**config.mk**
```make
export PLATFORM = sky130hd
export DESIGN_NAME = seg7_scan_driver_flat
export DESIGN_NICKNAME = d
export VERILOG_FILES = /design/src/rtl/seg7_scan_driver_if.sv /design/src/rtl/seg7_scan_driver.sv /design/src/flat_wrapper.sv
export SDC_FILE = /design/constraint.sdc
export NUM_CORES = 1
export LEC_CHECK = 0
export ABC_AREA = 1
export CAP_MARGIN = 5
export CORE_AREA = 2 2 148 114
export CTS_CLUSTER_SIZE = 12
export DETAILED_ROUTE_END_ITERATION = 8
export DIE_AREA = 0 0 150 116
export DONT_BUFFER_PORTS = 1
export PLACE_DENSITY = 0.55
export SYNTH_ARGS = -nofsm -noshare
export SYNTH_HDL_FRONTEND = slang
export SYNTH_SLANG_ARGS = --single-unit
```
**constraint.sdc**
```tcl
create_clock -name clk -period 2.9 [get_ports clk]
set_clock_uncertainty 0.15 [all_clocks]
set_input_delay 0.29 -clock clk [delete_from_list [all_inputs] [get_ports clk]]
set_output_delay 0.29 -clock clk [all_outputs]
set_load 0.05 [all_outputs]
```
**src/rtl/seg7_scan_driver_if.sv**
```systemverilog
// rtl/seg7_scan_driver_if.sv - display data/strobe inputs and segment/anode outputs of the scan driver
interface seg7_scan_driver_if #(
    parameter int NUM_DIGITS = 8
);
    logic [4*NUM_DIGITS-1:0] data;
    logic [NUM_DIGITS-1:0]   dp;
    logic [NUM_DIGITS-1:0]   digit_en;
    logic                    load;
    logic [7:0]              SEG;
    logic [NUM_DIGITS-1:0]   AN;

    modport master (
        output data, dp, digit_en, load,
        input  SEG, AN
    );

    modport slave (
        input  data, dp, digit_en, load,
        output SEG, AN
    );
endinterface

```
**src/rtl/seg7_scan_driver.sv**
```systemverilog
// rtl/seg7_scan_driver.sv - multiplexed 7-segment scan driver with frame-synchronous shadow update
// Optional leading-zero blanking: define SEG7_LEADING_ZERO_BLANK_EN.
module seg7_scan_driver #(
    parameter int NUM_DIGITS = 8,
    parameter int SCAN_DIV   = 100000
) (
    input  logic                 clk,
    input  logic                 rst_n,
    seg7_scan_driver_if.slave    bus
);
    localparam int PW = $clog2(SCAN_DIV);
    localparam int IW = $clog2(NUM_DIGITS);

    logic [PW-1:0]           pcnt_q, pcnt_d;
    logic [IW-1:0]           idx_q, idx_d;
    logic [4*NUM_DIGITS-1:0] pend_q, pend_d, shadow_q, shadow_d;
    logic [NUM_DIGITS-1:0]   pend_dp_q, pend_dp_d, shadow_dp_q, shadow_dp_d;
    logic [7:0]              seg_q, seg_d;
    logic [NUM_DIGITS-1:0]   an_q, an_d;
    logic                    tick, frame_end, lz_blank;
    logic [3:0]              nib;

    function automatic logic [6:0] hex7(input logic [3:0] n);
        case (n)
            4'h0:    hex7 = 7'h40;
            4'h1:    hex7 = 7'h79;
            4'h2:    hex7 = 7'h24;
            4'h3:    hex7 = 7'h30;
            4'h4:    hex7 = 7'h19;
            4'h5:    hex7 = 7'h12;
            4'h6:    hex7 = 7'h02;
            4'h7:    hex7 = 7'h78;
            4'h8:    hex7 = 7'h00;
            4'h9:    hex7 = 7'h18;
            4'hA:    hex7 = 7'h08;
            4'hB:    hex7 = 7'h03;
            4'hC:    hex7 = 7'h46;
            4'hD:    hex7 = 7'h21;
            4'hE:    hex7 = 7'h06;
            default: hex7 = 7'h0E;
        endcase
    endfunction

    assign tick      = (pcnt_q == PW'(SCAN_DIV - 1));
    assign frame_end = tick && (idx_q == IW'(NUM_DIGITS - 1));
    assign nib       = shadow_q[{idx_q, 2'b00} +: 4];

    // A load on the frame-boundary cycle goes straight through pending into the shadow.
    always_comb begin
        pcnt_d      = tick ? '0 : pcnt_q + 1'b1;
        idx_d       = idx_q;
        if (tick) idx_d = frame_end ? '0 : idx_q + 1'b1;
        pend_d      = bus.load ? bus.data : pend_q;
        pend_dp_d   = bus.load ? bus.dp   : pend_dp_q;
        shadow_d    = frame_end ? pend_d    : shadow_q;
        shadow_dp_d = frame_end ? pend_dp_d : shadow_dp_q;
    end

`ifdef SEG7_LEADING_ZERO_BLANK_EN
    logic hi_zero;
    always_comb begin
        lz_blank = 1'b0;
        hi_zero  = 1'b1;
        for (int i = NUM_DIGITS - 1; i >= 1; i--) begin
            hi_zero = hi_zero && (shadow_q[4*i +: 4] == 4'h0);
            if (idx_q == IW'(i) && hi_zero && !shadow_dp_q[i]) lz_blank = 1'b1;
        end
    end
`else
    assign lz_blank = 1'b0;
`endif

    // Slot position 0 produces the anti-ghosting blank; digit_en is sampled live.
    always_comb begin
        seg_d = 8'hFF;
        an_d  = '1;
        if (pcnt_q != '0 && bus.digit_en[idx_q] && !lz_blank) begin
            an_d[idx_q] = 1'b0;
            seg_d       = {~shadow_dp_q[idx_q], hex7(nib)};
        end
    end

    always_ff @(posedge clk or negedge rst_n) begin
        if (!rst_n) begin
            pcnt_q      <= '0;
            idx_q       <= '0;
            pend_q      <= '0;
            pend_dp_q   <= '0;
            shadow_q    <= '0;
            shadow_dp_q <= '0;
            seg_q       <= 8'hFF;
            an_q        <= '1;
        end else begin
            pcnt_q      <= pcnt_d;
            idx_q       <= idx_d;
            pend_q      <= pend_d;
            pend_dp_q   <= pend_dp_d;
            shadow_q    <= shadow_d;
            shadow_dp_q <= shadow_dp_d;
            seg_q       <= seg_d;
            an_q        <= an_d;
        end
    end

    assign bus.SEG = seg_q;
    assign bus.AN  = an_q;
endmodule
```
**src/flat_wrapper.sv**
```systemverilog
// flat-port wrapper written by rule: the top's interface ports become plain ports
module seg7_scan_driver_flat 
#(
    parameter int NUM_DIGITS = 8,
    parameter int SCAN_DIV   = 100000
)
  (clk, rst_n, bus_data, bus_dp, bus_digit_en, bus_load, bus_SEG, bus_AN);
  seg7_scan_driver_if #(.NUM_DIGITS(NUM_DIGITS)) bus_i ();
  input  logic clk;
  input  logic rst_n;
  input wire logic [$bits(bus_i.data)-1:0] bus_data;
  input wire logic [$bits(bus_i.dp)-1:0] bus_dp;
  input wire logic [$bits(bus_i.digit_en)-1:0] bus_digit_en;
  input wire logic [$bits(bus_i.load)-1:0] bus_load;
  output wire logic [$bits(bus_i.SEG)-1:0] bus_SEG;
  output wire logic [$bits(bus_i.AN)-1:0] bus_AN;
  assign bus_i.data = bus_data;
  assign bus_i.dp = bus_dp;
  assign bus_i.digit_en = bus_digit_en;
  assign bus_i.load = bus_load;
  assign bus_SEG = bus_i.SEG;
  assign bus_AN = bus_i.AN;
  seg7_scan_driver #(.NUM_DIGITS(NUM_DIGITS), .SCAN_DIV(SCAN_DIV)) u_core (.clk(clk), .rst_n(rst_n), .bus(bus_i));
endmodule
```
==> summary.md, run 1 <==
| Metric | Value |
|---|---|
| Status | finished with violations |
| Violated checks | negative hold slack |
| Iteration-0 DRC Markers | around 270 |
| Hold-fix buffers, CTS | 41 |
| Fillers | 1656 |
| Fin nets | 793 |
| Count of cell types in the netlist | 27 |
| Clk root buf | clkbuf_16 |
| Avg Synthesized Cell Area | 7.81 µm² |
| Max Clk Rate | 437 MHz |
| Final Cycle Share | 0.790 |
| WP data arrival | 2480 ps |
| Final Setup Violations | 0 |
| Non-Filler Instances | between 900 and 1k |
| Peak VDD IR | 0.000445 V |
| Largest family of logic cells by synthesized area | simple AND/OR/NAND/NOR gates |
| #FFs+latches synth | 116 |
| XOR/XNOR share of the synthesized area | 0.00641 |
| Die X | roughly 150 µm |
| Overflow after GRT | 0 |
| Mapped Cells | 700 |
| First-pass GRT wire length | 21.5 mm |
| Adder-cell share of the synthesized area | 0.0206 |
| All-Layer GR Usage | 0.159 |
| Placed Instance Area | between 0.005 and 0.006 mm² |
| Placed Cells incl. Taps | 883 |
| Number of global-route vias before repair | 4234 |
| Kind of critical path | flip-flop to flip-flop |
| TritonCTS Buffers | 17 |
| Via/cell ratio | around 4.6 |
| Drc violations | 0 |
| Ys flop type | dfrtp_1 |
| Final Core Density | 0.423 |
| Worst skew pair latency | slightly above 400 ps |
| Share of cells above drive strength 1 | 0.0952 |
| Tightest Pin Transition | 580 ps |
| List of most frequent post-synthesis cells | 321 x nand2_1, 100 x dfrtp_1, 62 x nand3_1, 54 x nor2_1, 46 x inv_1 |
| Initial antenna violation count | 0 |
| P_leak | 3.35 nW |
| Final WL | 12.6 mm |
| Flop2flop setup slack | 610 ps |
| Rows | 40 |
| Diodes inserted | 0 |
| Final Critical Period | 2290 ps |
| Post-synthesis sequential area ratio | 0.535 |
| Mux contribution to synthesized area | 0 |
| CTS tree | yes |
| Wire per inst | 13.2 µm |
| HPWL after detailed placement | around 8.4 mm |
| PwrDens | 626 mW/mm² |
| # port buffers | 0 |
| Syn. warnings | 0 |
| Setup Fix Bufs, Post-CTS | 0 |
| Logic pwr share | 0.034 |
| Min Hold Slack | -579 ps |
| Max_slew headroom | 0.612 |
| DIE AREA | approximately 0.017 mm² |
| Final worst slack | 610 ps |
| Initial Utilization | 0.346 |
| Leading area contributor after synthesis | dfrtp_1 |
| Die Ht | 116 µm |
| Net Sw Frac | 0.211 |
| Routability cong. | 0.898 |
| Core box area | around 0.016 mm² |
| I/O Pins | 67 |
| Most numerous cell in the Yosys netlist | nand2_1 |
| Vias | 4416 |
| Max Slew Vio Count | 0 |
| Simple-gate area share of the yosys netlist | 0.347 |
| Post-Route Setup TNS | 0 ps |
| Clock transition at the registers of the reported paths | around 60 ps |
| Pwr Total | between 4 and 5 mW |
| Asr flop ratio synth | 1.00 |
| P_sw | 0.884 mW |
| Crit. End Element | flip-flop |
| Flop pwr share | 0.408 |
| Clock power frac | 0.558 |
| Hold Path Class | input port to asynchronous set/reset pin |
| Synth top area cells | dfrtp_1 46%, nand2_1 22%, dfstp_2 7.7%, nand3_1 5.7%, nor2_1 3.7% |
| RSZ-0062 raised after global routing | false |
| Crit path required time | about 3100 ps |
| Clock sink total | 116 |
| Clk buf depth | 2 |
| Number of synthesized flops with an enable pin | 0 |
| Crit Path Max Fanout | 28 |
| Compound-Gate Fraction of Synth Area | 0.0227 |
| Post-Syn Area | 0.00547 mm² |
| Dpl ws | 655 ps |
| Top-area cell type share of the netlist area | 0.458 |
| Power Internal | 3.30 mW |
| Design area | roughly 0.0067 mm² |
| Final Hold Fails | 116 |
| H-tree depth | 4 |
| Antenna Violating Nets Remaining | 0 |
| CP startpoint kind | flip-flop |
| Drt pass-1 iters | 4 |
| Area Growth Syn to Fin | 22.3% |
| Largest net degree at the start of global routing | 117 |
| Net Count, Synth | 760 |
| Reported max-cap violation count | 0 |
## flip-flops by register name, summed over array words and instances (netlist names)
signal	cells
u_core.bus.AN	8
u_core.bus.SEG	8
u_core.idx_q	3
u_core.pcnt_q	17
u_core.pend_dp_q	8
u_core.pend_q	32
u_core.shadow_dp_q	8
u_core.shadow_q	32
## logic make-up after synthesis
| logic type | count (synthesis) |
|---|---|
| and+or+nand+nor | 463 |
| DFF | 116 |
| AOI/OAI and AO/OA | 24 |
| buffers and inverters | 84 |
| adders and majority gates | 9 |
| xor gates and xnor gates | 4 |
## power by group through the flow
stage          clock network, mW  logic (mW)  registers (mW)
2_1_floorplan                  0      0.0767            1.73
3_3_place_gp                   0      0.0891            1.73
3_5_place_dp                   0      0.0912            1.74
4_1_cts                     2.40       0.146            1.71
5_1_grt                     2.47       0.163            1.71
6_report                    2.33       0.143            1.71
## metal layers
| layer | wire length [µm] | GRT usage |
|---|---|---|
| met1 | 6640 | 0.236 |
| met4 | 168 | 0.0547 |
| met5 | 0 | 0 |
| met2 | 5250 | 0.226 |
| met3 | 562 | 0.0394 |
## critical path, stage by stage (launching register included)
cell	delay [ps]
dfrtp_1	380
buf_4	320
nand2_1	80
nand2_1	80
nand2_1	60
nand2_1	110
nand2_1	90
nand2_1	160
inv_1	110
ha_1	300
inv_1	80
o21ai_0	90
nand2_1	60
nand2_1	50
nand3_1	100
## cells in the final DEF, fill, tap and decap left out, drive strengths merged, types with 4 or more instances in the layout
master	count
a21oi	6
buf	6
bufinv	5
clkbuf	18
dfrtp	100
dfstp	16
dlygate4sd3	40
ha	9
inv	55
nand2	326
nand3	63
nor2	58
nor3	10
o21ai	15
xor2	4
## final cells by class
| class | instances | area [µm²] | area share |
|---|---|---|---|
| sequential | 116 | 2920 | 0.437 |
| tap | 210 | 263 | 0.0393 |
| multi-input combinational | 500 | 2170 | 0.324 |
| clock buffer | 18 | 439 | 0.0657 |
| inverter | 52 | 198 | 0.0296 |
| clock inverter | 14 | 225 | 0.0337 |
| timing repair buffer | 46 | 470 | 0.0704 |
## repair_timing
action | CTS | global route
hold endpoints to repair | 166 | 116
endpoints found under the setup margin | 0 | 0
gates resized for setup | 0 | 0
## path summary, 6_finish.rpt
check,from,to,cells past startpoint
min,rst_n,u_core.pend_q[30]$_DFF_PN0_,0
max in group asynchronous,rst_n,u_core.bus.SEG[6]$_DFF_PN1_,0
max,u_core.idx_q[0]$_DFFE_PN0N_,u_core.bus.SEG[3]$_DFF_PN1_,14
min reg2reg,u_core.shadow_q[4]$_DFFE_PN0P_,u_core.shadow_q[4]$_DFFE_PN0P_,2
min in group clk,bus_load,u_core.pend_dp_q[3]$_DFF_PN0_,3
max reg2reg,u_core.idx_q[0]$_DFFE_PN0N_,u_core.bus.SEG[3]$_DFF_PN1_,14
No activity file was read; power rests on OpenSTA's default activity.
==> inputs of run 2 (changes only) <==
- ABC_AREA: 1 -> 0
- CORE_AREA: 2 2 148 114 -> 2 2 147 113
- DIE_AREA: 0 0 150 116 -> 0 0 149 115
- PLACE_DENSITY: 0.55 -> 0.57
- clock period: 2.9 -> 1.94 ns (I/O delays scaled with it)
==> run 2 against run 1 <==
Net effect:
- maximum frequency down 2.1%
- cell count down 17%
- sequential power up 58%
- clock-buffer cell count up 2
- first-iteration DRC count down 35%
- highest routed layer unchanged
- the run ends with negative hold slack, negative setup slack left
- combinational power rose to 4.0 times the previous value
- critical endpoint is now u_core.bus.SEG[4]$_DFF_PN1_
- design area up 23%
- clock power up 51%
==> summary.md, run 2 <==
| Metric | Value |
|---|---|
| Final Cycle Share | 1.21 |
| Wire per inst | 17.0 µm |
| Peak VDD IR | 0.000497 V |
| Diodes inserted | 0 |
| Final Critical Period | 2340 ps |
| P_leak | roughly 3.7 nW |
| Clock sink total | between 100 and 150 |
| Antenna Violating Nets Remaining | 0 |
| Crit path required time | 2110 ps |
| Regs by FF count | u_core.pend_q x32, u_core.shadow_q x32, u_core.pcnt_q x17 |
| Area Growth Syn to Fin | 53.2% |
| Number of global-route vias before repair | 3990 |
| WP data arrival | 2510 ps |
| Final Setup Violations | 57 |
| DIE AREA | 0.0171 mm² |
| Post-Syn Area | 0.00538 mm² |
| CP startpoint kind | flip-flop |
| Top-area cell type share of the netlist area | 0.466 |
| Largest net degree at the start of global routing | 117 |
| Worst R2R Start | u_core.idx_q[1]$_DFFE_PN0N_ |
| I/O Pins | 67 |
| Tightest Pin Transition | between 400 and 500 ps |
| # port buffers | 0 |
| Min Hold Slack | -678 ps |
| Net Count, Synth | about 450 |
| List of most frequent post-synthesis cells | 100 x dfrtp_1, 44 x mux2_2, 40 x mux2_4, 18 x nand3_1, 18 x nor2_1 |
| Share of cells above drive strength 1 | 0.489 |
| Slowest CP cell | dfrtp_2 |
| Initial antenna violation count | 0 |
| Met2 WL | 6.17 mm |
| Clock transition at the registers of the reported paths | 60 ps |
| Die X | around 150 µm |
| CTS tree | yes |
| Synth top area cells | dfrtp_1 47%, mux2_4 11%, mux2_2 9.2%, dfstp_2 7.8%, mux2i_1 3.2% |
| Clk root buf | clkbuf_16 |
| Core box area | around 0.016 mm² |
| Crit Path Max Fanout | 6 |
| Max_slew headroom | 0.714 |
| Hold-fix buffers, CTS | 80 |
| Drt pass-1 iters | 4 |
| Via/cell ratio | 4.75 |
| Drc violations | 0 |
| Die Ht | 115 µm |
| Pwr Total | 6.79 mW |
| Status | finished with violations |
| Kind of critical path | flip-flop to flip-flop |
| Worst-path cell chain | buf_6 > mux2_4 > a221oi_4 > o21ai_4 > ha_4 > buf_4 > buf_6 > mux2i_2 > o221ai_2 |
| Fin nets | between 600 and 700 |
| Critical path's top delay family | compound AO/OA/AOI/OAI gates |
| Asr flop ratio synth | 1.00 |
| Count of cell types in the netlist | 54 |
| Final worst slack | -400 ps |
| Final Hold Fails | 116 |
| Met3 WL | 605 µm |
| Syn. warnings | 0 |
| Overflow after GRT | 0 |
| Crit. End Element | flip-flop |
| Reported max-cap violation count | 0 |
| Violated checks | negative hold slack, negative setup slack |
| Max Slew Vio Count | 0 |
| Met1 Wirelength | about 6.5 mm |
| Initial Utilization | 0.342 |
| Mapped Cells | 394 |
| H-tree depth | 4 |
| TritonCTS Buffers | 17 |
| Design area | about 0.0082 mm² |
| Max Clk Rate | ~430 MHz |
| First-pass GRT wire length | about 22 mm |
| CP max stage delay | 460 ps |
| Avg Synthesized Cell Area | 13.6 µm² |
| Commonest non-fill, non-tap cell in the layout | dfrtp_1 |
| Placed Instance Area | 0.00600 mm² |
| Iteration-0 DRC Markers | about 170 |
| Crit. Startpoint | u_core.idx_q[1]$_DFFE_PN0N_ |
| Post-synthesis sequential area ratio | 0.544 |
| Worst path most repeated cell | buf_6 |
| #FFs+latches synth | between 100 and 150 |
| DR top layer | met4 |
| Worst skew pair latency | 420 ps |
| Final WL | 13.4 mm |
| Clk buf depth | 2 |
| Commonest cells after routing, fill and taps aside | 97 x dfrtp_1, 80 x dlygate4sd3_1, 71 x buf_4 |
| Hold Path Class | input port to asynchronous set/reset pin |
| Ys flop type | dfrtp_1 |
| PwrDens | between 800 and 900 mW/mm² |
| Rows | 40 |
| Vias | 3750 |
| RSZ-0062 raised after global routing | true |
| All-Layer GR Usage | 0.164 |
| Number of synthesized flops with an enable pin | 0 |
| WP buf/inv | 3 |
| HPWL after detailed placement | 8.32 mm |
| Most numerous cell in the Yosys netlist | dfrtp_1 |
| Leading area contributor after synthesis | dfrtp_1 |
| Routability cong. | 0.816 |
==> run 2: cell families (layout without fill, tap and decap cells) <==
| kind of cell | Yosys count | in the layout | synth area share |
|---|---|---|---|
| AO/OA/AOI/OAI | 36 | 36 | 0.0531 |
| XOR/XNOR | 15 | 15 | 0.0244 |
| adder cells (fa/ha/maj) | 9 | 9 | 0.0210 |
| buffers and inverters | 31 | 216 | 0.0356 |
| flip-flops | 116 | 116 | 0.544 |
| multiplexers | 101 | 101 | 0.236 |
| AND/OR/NAND/NOR | 86 | 86 | 0.0866 |
==> run 2: per-layer routing <==
| layer | vias to the layer above | track usage |
|---|---|---|
| li1 | 1776 | - |
| met1 | 1878 | 0.226 |
| met2 | 81 | 0.257 |
| met3 | 15 | 0.0468 |
| met4 | 0 | 0.0451 |
| met5 | - | 0 |
==> run 2: path summary, 6_finish.rpt <==
| path | slack (ps) | cells past startpoint | end |
|---|---|---|---|
| worst min-delay path | -680 | 0 | u_core.pend_q[3]$_DFF_PN0_ |
| worst max-delay path | -400 | 9 | u_core.bus.SEG[4]$_DFF_PN1_ |
| worst min register to register | 360 | 1 | u_core.shadow_q[9]$_DFFE_PN0P_ |
| min in group clk | 360 | 6 | u_core.bus.SEG[3]$_DFF_PN1_ |
| max in group asynchronous | 2070 | 0 | u_core.bus.SEG[3]$_DFF_PN1_ |
| worst max register to register | -400 | 9 | u_core.bus.SEG[4]$_DFF_PN1_ |
==> run 2: cell type report <==
| class | instances | area, µm² |
|---|---|---|
| clock buffer | 20 | 467 |
| timing repair buffer | 174 | 1710 |
| tap | 210 | 263 |
| multi-input combinational | 247 | 2630 |
| fill | 1327 | 7480 |
| clock inverter | 12 | 201 |
| inverter | 10 | 40.0 |
| sequential | 116 | 2930 |
==> run 2: stage by stage <==
| stage | worst slack, ps | cells | TNS (ps) | utilization |
|---|---|---|---|---|
| 3_5_place_dp | -486 | 646 | -12020 | 0.382 |
| 6_report | -400 | 789 | -9890 | 0.524 |
| 2_1_floorplan | -512 | 394 | -2760 | - |
| 4_1_cts | -333 | 778 | -8250 | 0.508 |
| 3_3_place_gp | -409 | 646 | -9220 | 0.382 |
| 5_1_grt | -464 | 789 | -13860 | 0.524 |
==> run 2: timing repair <==
action | 4_1_cts | 5_1_grt
cloned | 4 | 0
setup endpoints to repair | 56 | 59
setup buffers | 18 | 16
resized for setup | 62 | 38
pin swaps | 18 | 14
endpoints found under the hold margin | 196 | 116
==> run 2: where the power goes <==
| part | switching [mW] | total [mW] | internal (mW) |
|---|---|---|---|
| clock | 1.14 | 3.52 | 2.38 |
| combinational | 0.182 | 0.576 | 0.393 |
| sequential | 0.118 | 2.70 | 2.58 |
| total | 1.44 | 6.79 | 5.35 |
